**src/rtl/phys_reg_free_list.sv**
```systemverilog
// Circular FIFO of free physical register tags: feeds rename at dispatch and
// reclaims tags freed by commit (old safe mapping) and revert (undone speculation).
module phys_reg_free_list #(
   parameter int NUM_ARCH_REGS = 32,
   parameter int NUM_PHYS_REGS = 64,
   parameter int DEPTH         = NUM_PHYS_REGS - NUM_ARCH_REGS,
   localparam int TAG_W        = $clog2(NUM_PHYS_REGS),
   localparam int PTR_W        = $clog2(DEPTH),
   localparam int CNT_W        = PTR_W + 1
) (
   input  logic             CLK,
   input  logic             nRST,
   output logic             dequeue_valid,
   output logic [TAG_W-1:0] dequeue_phys_reg_tag,
   input  logic             dequeue_ready,
   input  logic             commit_free_valid,
   input  logic [TAG_W-1:0] commit_free_phys_reg_tag,
   input  logic             revert_free_valid,
   input  logic [TAG_W-1:0] revert_free_phys_reg_tag,
   output logic [CNT_W-1:0] free_list_count,
   output logic             free_list_empty
);

   logic [TAG_W-1:0] r_entry [DEPTH];
   logic [PTR_W-1:0] r_head;
   logic [PTR_W-1:0] r_tail;
   logic [CNT_W-1:0] r_count;

   logic             w_empty;
   logic             w_deq_fire;
   logic             w_rev_acc;
   logic             w_com_acc;
   logic [1:0]       w_n_acc;
   logic [PTR_W-1:0] w_com_addr;
   logic [CNT_W:0]   w_sum;
   logic             w_overflow;

   assign w_empty    = (r_count == '0);
   assign w_deq_fire = ~w_empty & dequeue_ready;

   // Tag 0 is the hard-wired zero register and never re-enters the list.
   assign w_rev_acc  = revert_free_valid & (revert_free_phys_reg_tag != '0);
   assign w_com_acc  = commit_free_valid & (commit_free_phys_reg_tag != '0);
   assign w_n_acc    = {1'b0, w_rev_acc} + {1'b0, w_com_acc};

   // Revert lands first; commit takes the following slot when both arrive.
   assign w_com_addr = r_tail + PTR_W'(w_rev_acc);

   assign w_sum      = {1'b0, r_count} + (CNT_W+1)'(w_n_acc) - (CNT_W+1)'(w_deq_fire);
   assign w_overflow = (w_sum > (CNT_W+1)'(DEPTH));

   always_ff @(posedge CLK or negedge nRST) begin
      if (!nRST) begin
         r_head  <= '0;
         r_tail  <= '0;
         r_count <= CNT_W'(DEPTH);
         for (int i = 0; i < DEPTH; i++) begin
            r_entry[i] <= TAG_W'(NUM_ARCH_REGS + i);
         end
      end else begin
         assert (!w_overflow)
            else $error("free list overflow: count=%0d revert_tag=%0d commit_tag=%0d",
                        r_count, revert_free_phys_reg_tag, commit_free_phys_reg_tag);
         if (w_deq_fire) begin
            r_head <= r_head + PTR_W'(1);
         end
         if (!w_overflow) begin
            if (w_rev_acc) begin
               r_entry[r_tail] <= revert_free_phys_reg_tag;
            end
            if (w_com_acc) begin
               r_entry[w_com_addr] <= commit_free_phys_reg_tag;
            end
            r_tail  <= r_tail + PTR_W'(w_n_acc);
            r_count <= w_sum[CNT_W-1:0];
         end else begin
            // Writes are dropped on an overflow and the count pins at full.
            r_count <= CNT_W'(DEPTH);
         end
      end
   end

   assign dequeue_phys_reg_tag = r_entry[r_head];
   assign free_list_count      = r_count;
   assign free_list_empty      = w_empty;
   assign dequeue_valid        = ~w_empty;

endmodule

```
**config.mk**
```make
export PLATFORM = sky130hd
export DESIGN_NAME = phys_reg_free_list
export DESIGN_NICKNAME = d
export VERILOG_FILES = /design/src/rtl/phys_reg_free_list.sv
export SDC_FILE = /design/constraint.sdc
export NUM_CORES = 1
export LEC_CHECK = 0
export CAP_MARGIN = 20
export CORE_ASPECT_RATIO = 0.75
export CORE_MARGIN = 1
export CORE_UTILIZATION = 40
export CTS_CLUSTER_DIAMETER = 100
export DETAILED_ROUTE_END_ITERATION = 10
export HOLD_SLACK_MARGIN = 0.05
export PLACE_DENSITY = 0.67
export SYNTH_ARGS = -nofsm -noshare
export SYNTH_HDL_FRONTEND = slang
export SYNTH_SLANG_ARGS = --single-unit
export TNS_END_PERCENT = 100
```
**constraint.sdc**
```tcl
create_clock -name CLK -period 12.1 [get_ports CLK]
set_clock_uncertainty 0.2 [all_clocks]
set_input_delay 2.42 -clock CLK [delete_from_list [all_inputs] [get_ports CLK]]
set_output_delay 2.42 -clock CLK [all_outputs]
set_load 0.01 [all_outputs]
```
======== Word level (Yosys, flattened, before mapping) ========
Cells that the tools add are included.
word-level totals
  register bits ........................... 208
  latch bits .............................. 0
  RAM bits ................................ 0
  ROM bits ................................ 0
  input bits .............................. 17
  output and inout bits ................... 14
  logic and storage cells ................. 72
  memories kept ........................... 0
operators by class
  add/sub/neg operators ................... 6
  $mul .................................... 0
  divide/modulo/power cells ............... 0
  order comparisons ....................... 6
  equality and inequality tests ........... 0
  shift operators ......................... 0
  mux-type cells .......................... 13
  bitwise gates (word level) .............. 7
  reductions and logical operators ........ 5
operators by type and width
  kind                                                 count
  2-to-1 mux 192 bit                                   3
  bitwise mux 192 bit                                  2
  demux 6 bit (select 5 bit)                           2
  binary-select mux 6 bit (select 5 bit)               1
  2-to-1 mux 6 bit                                     5
  >= comparator 6 bit (second input constant)          3
  inverter 5 -> 6 bit                                  3
  < comparator 6 x 1 -> 1 bit (second input constant)  2
  nonzero test 6 bit                                   2
  adder 6 x 2 -> 7 bit                                 1
  > comparator 7 x 6 -> 1 bit (second input constant)  1
  subtractor 7 x 1 -> 7 bit                            1
  zero test 6 bit                                      1
  adder 5 x 1 -> 5 bit                                 1
  adder 5 x 1 -> 5 bit (second input constant)         1
  adder 5 x 2 -> 5 bit                                 1
  bitwise AND 1 bit                                    3
  adder 1 x 1 -> 2 bit                                 1
  logical AND 1 bit                                    2
  inverter 1 bit                                       1

======== Depth between registers and ports, before layout ========
Gate-level depths: netlist of run 1.
  depth in word-level cells ............... 10
  gate-level depth with buffers ........... 19
  gate-level depth less buffers ........... 16

======== Worst setup path after synthesis of run 1 ========
Ideal clock, no wire load.
  path kind ............................... input -> register
  start ................................... in revert_free_phys_reg_tag[1]
  end ..................................... reg r_entry[26] (netlist name)
  library setup time ...................... 127 ps
  arrival ................................. 5990 ps
  required time ........................... 11773 ps
  path slack .............................. 5783 ps
  cell stages on the path ................. 19
  path buffers ............................ 3
  cells stage by stage .................... buf_2 > or4_4 > o21ai_4 > inv_2 > ha_1 > inv_1 > ha_1 > inv_1 > ha_1 > inv_1 > fa_1 > nor2b_1 > o21ai_1 > xnor2_1 > o31a_1 > nor2_1 > buf_2 > buf_2 > a2bb2oi_1
on the way
  cells in the longest elaborated chain, start to end .. 10
  elaborated cells on any way between the ends .. 17
  those cells by class .................... add/sub (4); order compare (3); mux (6); bitwise (2); reduce/logical (2)
RTL lines
  element                                                       line  text
  from (decl)                                                   19    input logic [TAG_W-1:0] revert_free_phys_reg_tag,
  nonzero test 6 bit (*)                                        42    assign w_rev_acc = revert_free_valid & (revert_free_phys_reg_tag != '0);
  bitwise AND 1 bit (*)                                         42
  branches (longest 8 deep; another with adder 6 x 2 -> 7 bit)  --
  to (signal, indexed assignment)                               58    r_entry[i] <= TAG_W'(NUM_ARCH_REGS + i);
  to (signal, indexed assignment)                               69    r_entry[r_tail] <= revert_free_phys_reg_tag;
  to (signal, indexed assignment)                               72    r_entry[w_com_addr] <= commit_free_phys_reg_tag;
  to (decl)                                                     24    logic [TAG_W-1:0] r_entry [DEPTH];
Mark *: on every way between the ends. The select of a mux whose other input is x is not followed.
A chain may end at the register's enable or synchronous reset.

======== Final worst setup path of run 1 ========
  start ................................... in revert_free_phys_reg_tag[2]
  end ..................................... reg r_entry[154] (netlist name)
The elaborated chain is that of the path after synthesis.

==> results of run 1 <==
==> worst max-delay path, cell delays in order <==
cell	delay, ns
clkdlybuf4s50_1	0.77
or4_4	0.70
o21ai_4	0.21
inv_2	0.09
ha_1	0.31
inv_1	0.05
ha_1	0.26
inv_1	0.06
ha_1	0.15
inv_1	0.06
fa_1	0.40
nor2b_1	0.20
o21ai_1	0.11
xnor2_1	0.19
o31ai_4	0.49
nand2_4	0.42
buf_4	0.47
o22a_1	0.28
==> cells by family (layout without fill, tap and decap cells) <==
logic type                 count (synthesis)  after routing  synth area share, %
adders and majority gates                 18             18                1.770
muxes                                     68             68                10.62
buffers and inverters                    187            121                6.406
and+or+nand+nor                          384            384                14.38
xor gates and xnor gates                  10             10               0.6451
DFF                                      208            208                39.38
AOI/OAI and AO/OA                        446            446                26.80
==> registers in the layout, indices dropped and copies added, names as in the netlist <==
register / cells
r_entry: 192
free_list_count: 6
r_head: 5
r_tail: 5
==> per-layer routing <==
| metal | global-route usage, % | up-vias | part of all wire, % | wire length (µm) |
|---|---|---|---|---|
| li1 | - | 4935 | - | - |
| met1 | 39.45 | 6011 | 42 | 19480 |
| met2 | 37.73 | 834 | 42 | 19660 |
| met3 | 7.514 | 121 | 14 | 6318 |
| met4 | 6.818 | 0 | 2.8 | 1322 |
| met5 | 0.8333 | - | 0 | 0 |
==> power by group through the flow <==
stage | combinational (mW) | clock, mW | sequential, mW
after floorplan | 1.94 | 0 | 1.27
after global placement | 2.45 | 0 | 1.43
after detailed placement | 2.50 | 0 | 1.44
after CTS | 2.50 | 0.727 | 1.43
after global routing | 2.73 | 0.755 | 1.48
final | 2.61 | 0.717 | 1.44
==> cell usage in the layout (no fill, tap or decap), drive strengths merged, types with 7 or more instances in the layout <==
cell,synthesis,layout
mux2,8,8
buf,78,29
nand2,34,34
o21ai,58,58
mux4,60,60
inv,21,21
a2bb2oi,48,48
and3,12,12
o22a,144,144
dfrtp,95,95
nand3,61,61
dfstp,113,113
nand2b,7,7
or2,29,29
nor2,63,63
clkbuf,87,32
clkdlybuf4s50,0,29
ha,16,16
a211oi,28,28
a31oi,146,146
nor3,154,154
==> worst max-delay path by stage <==
stage	slack (ns)	endpoint	startpoint
after global routing	4.35	r_entry[129]$_DFFE_PN1P_	revert_free_phys_reg_tag[2]
after floorplan	5.78	r_entry[26]$_DFFE_PN0P_	revert_free_phys_reg_tag[1]
after CTS	4.28	r_tail[0]$_DFFE_PN0P_	revert_free_phys_reg_tag[2]
after detailed placement	3.71	r_tail[0]$_DFFE_PN0P_	revert_free_phys_reg_tag[2]
final	4.60	r_entry[154]$_DFFE_PN0P_	revert_free_phys_reg_tag[2]
after global placement	3.81	r_tail[0]$_DFFE_PN0P_	revert_free_phys_reg_tag[0]
==> cell type report <==
class | instances | area [µm²] | area share, %
inverter | 22 | 82.58 | 0.5591
clock buffer | 31 | 645.6 | 4.371
clock inverter | 9 | 106.4 | 0.7200
timing repair buffer | 59 | 581.8 | 3.939
tap | 450 | 563.0 | 3.812
sequential | 208 | 5354 | 36.25
multi-input combinational | 926 | 7437 | 50.35
==> flow_summary.json, run 1 <==
{
  "setup_tns_ns": 0,
  "end_kind": "flop",
  "clk_pin_slew_ns": 0.06,
  "p_total_mw": 4.772,
  "clockPowerShare_pct": 15.0,
  "r2r_end": "r_entry[154]$_DFFE_PN0P_",
  "htree_num_levels": 1,
  "relSlewSlack_pct": 33.67,
  "syn_nets": 1356,
  "rr_worst_depth": 16,
  "post_synth_main_area_contributors": "dfstp_2 22%, dfrtp_1 18%, mux4_2 10%, o22a_1 9.3%, a31oi_1 6.7%",
  "max_freq_ghz": 0.1333,
  "cts_resized": 0,
  "post-synth-top-area-fraction_pct": 21.87,
  "wl_per_cell_um": 27.44,
  "yosysUniqueCellTypes": 66,
  "dr.pass1.iters": 5,
  "synth_common_cells": "153 x nor3_1, 146 x a31oi_1, 144 x o22a_1",
  "worst_ir_drop_vdd_mv": 0.1957,
  "min-delay-start": "r_entry[112]$_DFFE_PN0P_",
  "post-place-cells": 1661,
  "holdPathEnd": "r_entry[112]$_DFFE_PN0P_",
  "cp_max_fo": 50,
  "first_iter_violations": 1653,
  "hold_violations": 0,
  "die_w_um": 214.7,
  "placed_area_mm2": 0.01393,
  "yosysSeqAreaShare_pct": 39.38,
  "gr-total-overflow": 0,
  "synthCells": 1321,
  "pin_count": 31,
  "gp_congestion": 0.9013,
  "min_path_type": "flop to flop",
  "hold_buffers": 0,
  "min_path_cells": 1,
  "clock_sinks": 208,
  "drtAntennaViolNets": 0,
  "post_cts_buffers": 0,
  "ys_warn_count": 0,
  "viasPerCell": 6.980,
  "rows": 58,
  "sw_frac_of_total_pct": 46.17,
  "n_fill_cell": 3118,
  "tritoncts": "yes",
  "p_leak_nw": 4.865,
  "cap_violations": 0,
  "drcViolationCount": 0,
  "p_per_area_mw_per_mm2": 323.1,
  "die_y_um": 161.5,
  "grt_pass1_wl_um": 71250,
  "p_switching_mw": 2.203,
  "fin_area_mm2": 0.01477,
  "cts-buffers-inserted": 22,
  "synth_edf_count": 0,
  "r2r_slack_ns": 7.11,
  "first_global_vias": 11190,
  "vias": 11900,
  "holdWs_ns": 0.2885,
  "antenna_found_initial": 1,
  "pre_cts_slack_ns": 3.707,
  "pwr-share-seq_pct": 30.2,
  "max-clock-path-buffers": 3,
  "cts-root-buf": "clkbuf_16",
  "timing.rr.start": "free_list_count[5]$_DFF_PN1_",
  "crit_type": "input port to flop",
  "finalCritPeriodShare_pct": 61.98,
  "dieArea_mm2": 0.03469,
  "cp-start-kind": "input port",
  "synth_area_mm2": 0.01358,
  "diodes": 0,
  "final_util_pct": 44.15,
  "cp_data_required_time_ns": 12.32,
  "core-area_mm2": 0.03345,
  "power_frac_comb_pct": 54.7,
  "nets": 1274,
  "grt_use_total_pct": 26.62,
  "worst_slack_ns": 4.600,
  "wl_um": 46780,
  "finalNonFillerCells": 1705,
  "yosysMostFrequentCell": "nor3_1",
  "clock_latency_ns": 0.53,
  "cell_internal_pwr_mw": 2.569,
  "synthFlopType": "dfstp_2",
  "worst_slew_pin_slew_ns": 0.9949,
  "port_buffers": 30,
  "avgSynthCellArea_um2": 10.28,
  "synthToLayoutAreaGrowth_pct": 8.802,
  "synth_seq_cells": 208,
  "async_reset_ff_share_pct": 100.0,
  "final_layout_size_suffix_gt1_share_pct": 26.45,
  "hpwl_um": 28700,
  "rsz0062_at_grt": "no",
  "grt_max_degree": 99,
  "critPathArrivalTime_ns": 7.72,
  "status": "complete, no violations",
  "yosys.area.top_type": "dfstp_2",
  "slew_viol_final": 0,
  "fin_crit_ns": 7.500,
  "setup_viol": 0,
  "start_util_pct": 40.58
}
Power figures use the tool's default switching activity.
==> run 2: changes to the inputs <==
--- a/config.mk
+++ b/config.mk
@@ -12,7 +12,7 @@
 export CTS_CLUSTER_DIAMETER = 100
 export DETAILED_ROUTE_END_ITERATION = 10
 export HOLD_SLACK_MARGIN = 0.05
-export PLACE_DENSITY = 0.67
+export PLACE_DENSITY = 0.7
 export SYNTH_ARGS = -nofsm -noshare
 export SYNTH_HDL_FRONTEND = slang
 export SYNTH_SLANG_ARGS = --single-unit
==> constraint.sdc (replaced) <==
create_clock -name CLK -period 6.7 [get_ports CLK]
set_clock_uncertainty 0.2 [all_clocks]
set_input_delay 1.34 -clock CLK [delete_from_list [all_inputs] [get_ports CLK]]
set_output_delay 1.34 -clock CLK [all_outputs]
set_load 0.01 [all_outputs]
==> run 2 against run 1 <==
  * Power grew 84%
  * Highest routed layer is now met5
  * Die area did not move
  * Via count fell by 1.3%
==> flow_summary.json, run 2 (same netlist as run 1, synthesis figures left out) <==
{
  "vias": 11750,
  "layout_commonest_cell": "nor3_1",
  "hpwl_um": 29840,
  "multi_input_area_mm2": 0.007437,
  "seqCellArea_mm2": 0.005351,
  "clock_sinks": 208,
  "p_leak_nw": 4.944,
  "p_per_area_mw_per_mm2": 588.8,
  "cts-buffers-inserted": 22,
  "wl_per_cell_um": 27.01,
  "critPathArrivalTime_ns": 6.09,
  "gr-total-overflow": 0,
  "pin_count": 31,
  "crit_type": "input port to flop",
  "slew_viol_final": 0,
  "setup_tns_ns": 0,
  "rows": 58,
  "fin_area_mm2": 0.01488,
  "rsz0062_at_grt": "no",
  "nets": 1285,
  "tritoncts": "yes",
  "diodes": 0,
  "htree_num_levels": 1,
  "finalCritPeriodShare_pct": 87.38,
  "first_iter_violations": 1584,
  "cap_violations": 0,
  "placed_area_mm2": 0.01411,
  "grt_pass1_wl_um": 70660,
  "drcViolationCount": 0,
  "hold_buffers": 0,
  "drtAntennaViolNets": 0,
  "port_buffers": 30,
  "n_fill_cell": 3115,
  "cts_resized": 0,
  "synthToLayoutAreaGrowth_pct": 9.576,
  "layout_common_cells": "152 x nor3_1, 144 x a31oi_1, 144 x o22a_1, 113 x dfstp_2, 93 x dfrtp_1",
  "gp_congestion": 0.9604,
  "die_y_um": 161.5,
  "worst_slew_pin_slew_ns": 1.065,
  "final_layout_size_suffix_gt1_share_pct": 27.25,
  "dr.pass1.iters": 6,
  "largest_reg_flops": 192,
  "clk_pin_slew_ns": 0.06,
  "cp_data_required_time_ns": 6.94,
  "clock_latency_ns": 0.54,
  "wl_um": 46360,
  "post_cts_buffers": 0,
  "cp-start-kind": "input port",
  "max-clock-path-buffers": 3,
  "relSlewSlack_pct": 29.00,
  "start_util_pct": 40.58,
  "cts-root-buf": "clkbuf_16",
  "status": "complete, no violations",
  "fin_crit_ns": 5.854,
  "hold_violations": 0,
  "max_freq_ghz": 0.1708,
  "dieArea_mm2": 0.03469,
  "antenna_found_initial": 3,
  "end_kind": "flop",
  "min_path_type": "flop to flop",
  "first_global_vias": 11170,
  "setup_viol": 0,
  "top_register": "r_entry",
  "grt_max_degree": 110,
  "worst_ir_drop_vdd_mv": 0.4837,
  "viasPerCell": 6.844,
  "die_w_um": 214.7,
  "core-area_mm2": 0.03345,
  "cp_max_fo": 31,
  "grt_use_total_pct": 26.46
}
[run 2: changes by cell type in the layout (fill, tap and decap cells not counted), sizes merged]
cell,change
clkinvlp,-3
bufinv,-1
buf,+11
clkbuf,+3
clkinv,+1
[run 2: power breakdown]
group | internal (mW) | total [mW] | switching, mW
registers | 2.06 | 2.67 | 0.612
logic | 1.94 | 4.78 | 2.85
clock network | 0.763 | 1.30 | 0.540
total | 4.76 | 8.76 | 4.00
[run 2: layout make-up]
class                           count  share of cell area (%)
Clock buffer                       34                   4.752
Clock inverter                      6                  0.3701
Inverter                           22                  0.5551
Multi-Input combinational cell    926                   50.00
Sequential cell                   208                   35.97
Tap cell                          450                   3.785
Timing Repair Buffer               70                   4.567
[run 2: worst paths after layout]
path	from	end	slack (ns)	cells after the start
min in group asynchronous	nRST	r_head[0]$_DFFE_PN0P_	0.74	1
worst max register to register	free_list_count[5]$_DFF_PN1_	r_entry[124]$_DFFE_PN0P_	2.02	16
worst min-delay path	r_entry[160]$_DFFE_PN0P_	r_entry[160]$_DFFE_PN0P_	0.30	1
max in group asynchronous	nRST	r_entry[100]$_DFFE_PN0P_	4.24	2
worst min register to register	r_entry[160]$_DFFE_PN0P_	r_entry[160]$_DFFE_PN0P_	0.30	1
worst max-delay path	revert_free_phys_reg_tag[1]	r_entry[124]$_DFFE_PN0P_	0.85	18
[run 2: metrics by stage]
step	utilization (%)	instances	setup slack [ns]	hold WS, ns	power (mW)
2_1_floorplan	-	1321	1.463	0.2546	5.791
3_3_place_gp	42.19	1676	0.4539	0.2712	7.248
3_5_place_dp	42.19	1676	0.4598	0.2815	7.354
4_1_cts	44.46	1716	0.9962	0.2974	8.678
5_1_grt	44.46	1716	0.6840	0.3106	9.133
6_report	44.46	1716	0.8458	0.3016	8.759
[run 2: layer usage]
metal | vias up | track usage (%) | part of all wire (%)
met2 | 773 | 35.88 | 41
met1 | 5861 | 39.38 | 42
met3 | 126 | 8.606 | 14
li1 | 4981 | - | -
met5 | - | 0 | 0.058
met4 | 4 | 8.052 | 3.3
[run 2: critical path, stage by stage]
cell and delay, ns:
clkdlybuf4s50_1 0.61, or4_4 0.65, o21ai_4 0.23, inv_2 0.09, ha_1 0.31, inv_1 0.05
ha_1 0.26, inv_1 0.05, ha_1 0.15, inv_1 0.06, fa_1 0.39, nor2b_1 0.23
o21ai_1 0.12, xnor2_1 0.19, o31a_2 0.39, buf_12 0.22, a211oi_2 0.50, a2bb2oi_1 0.21
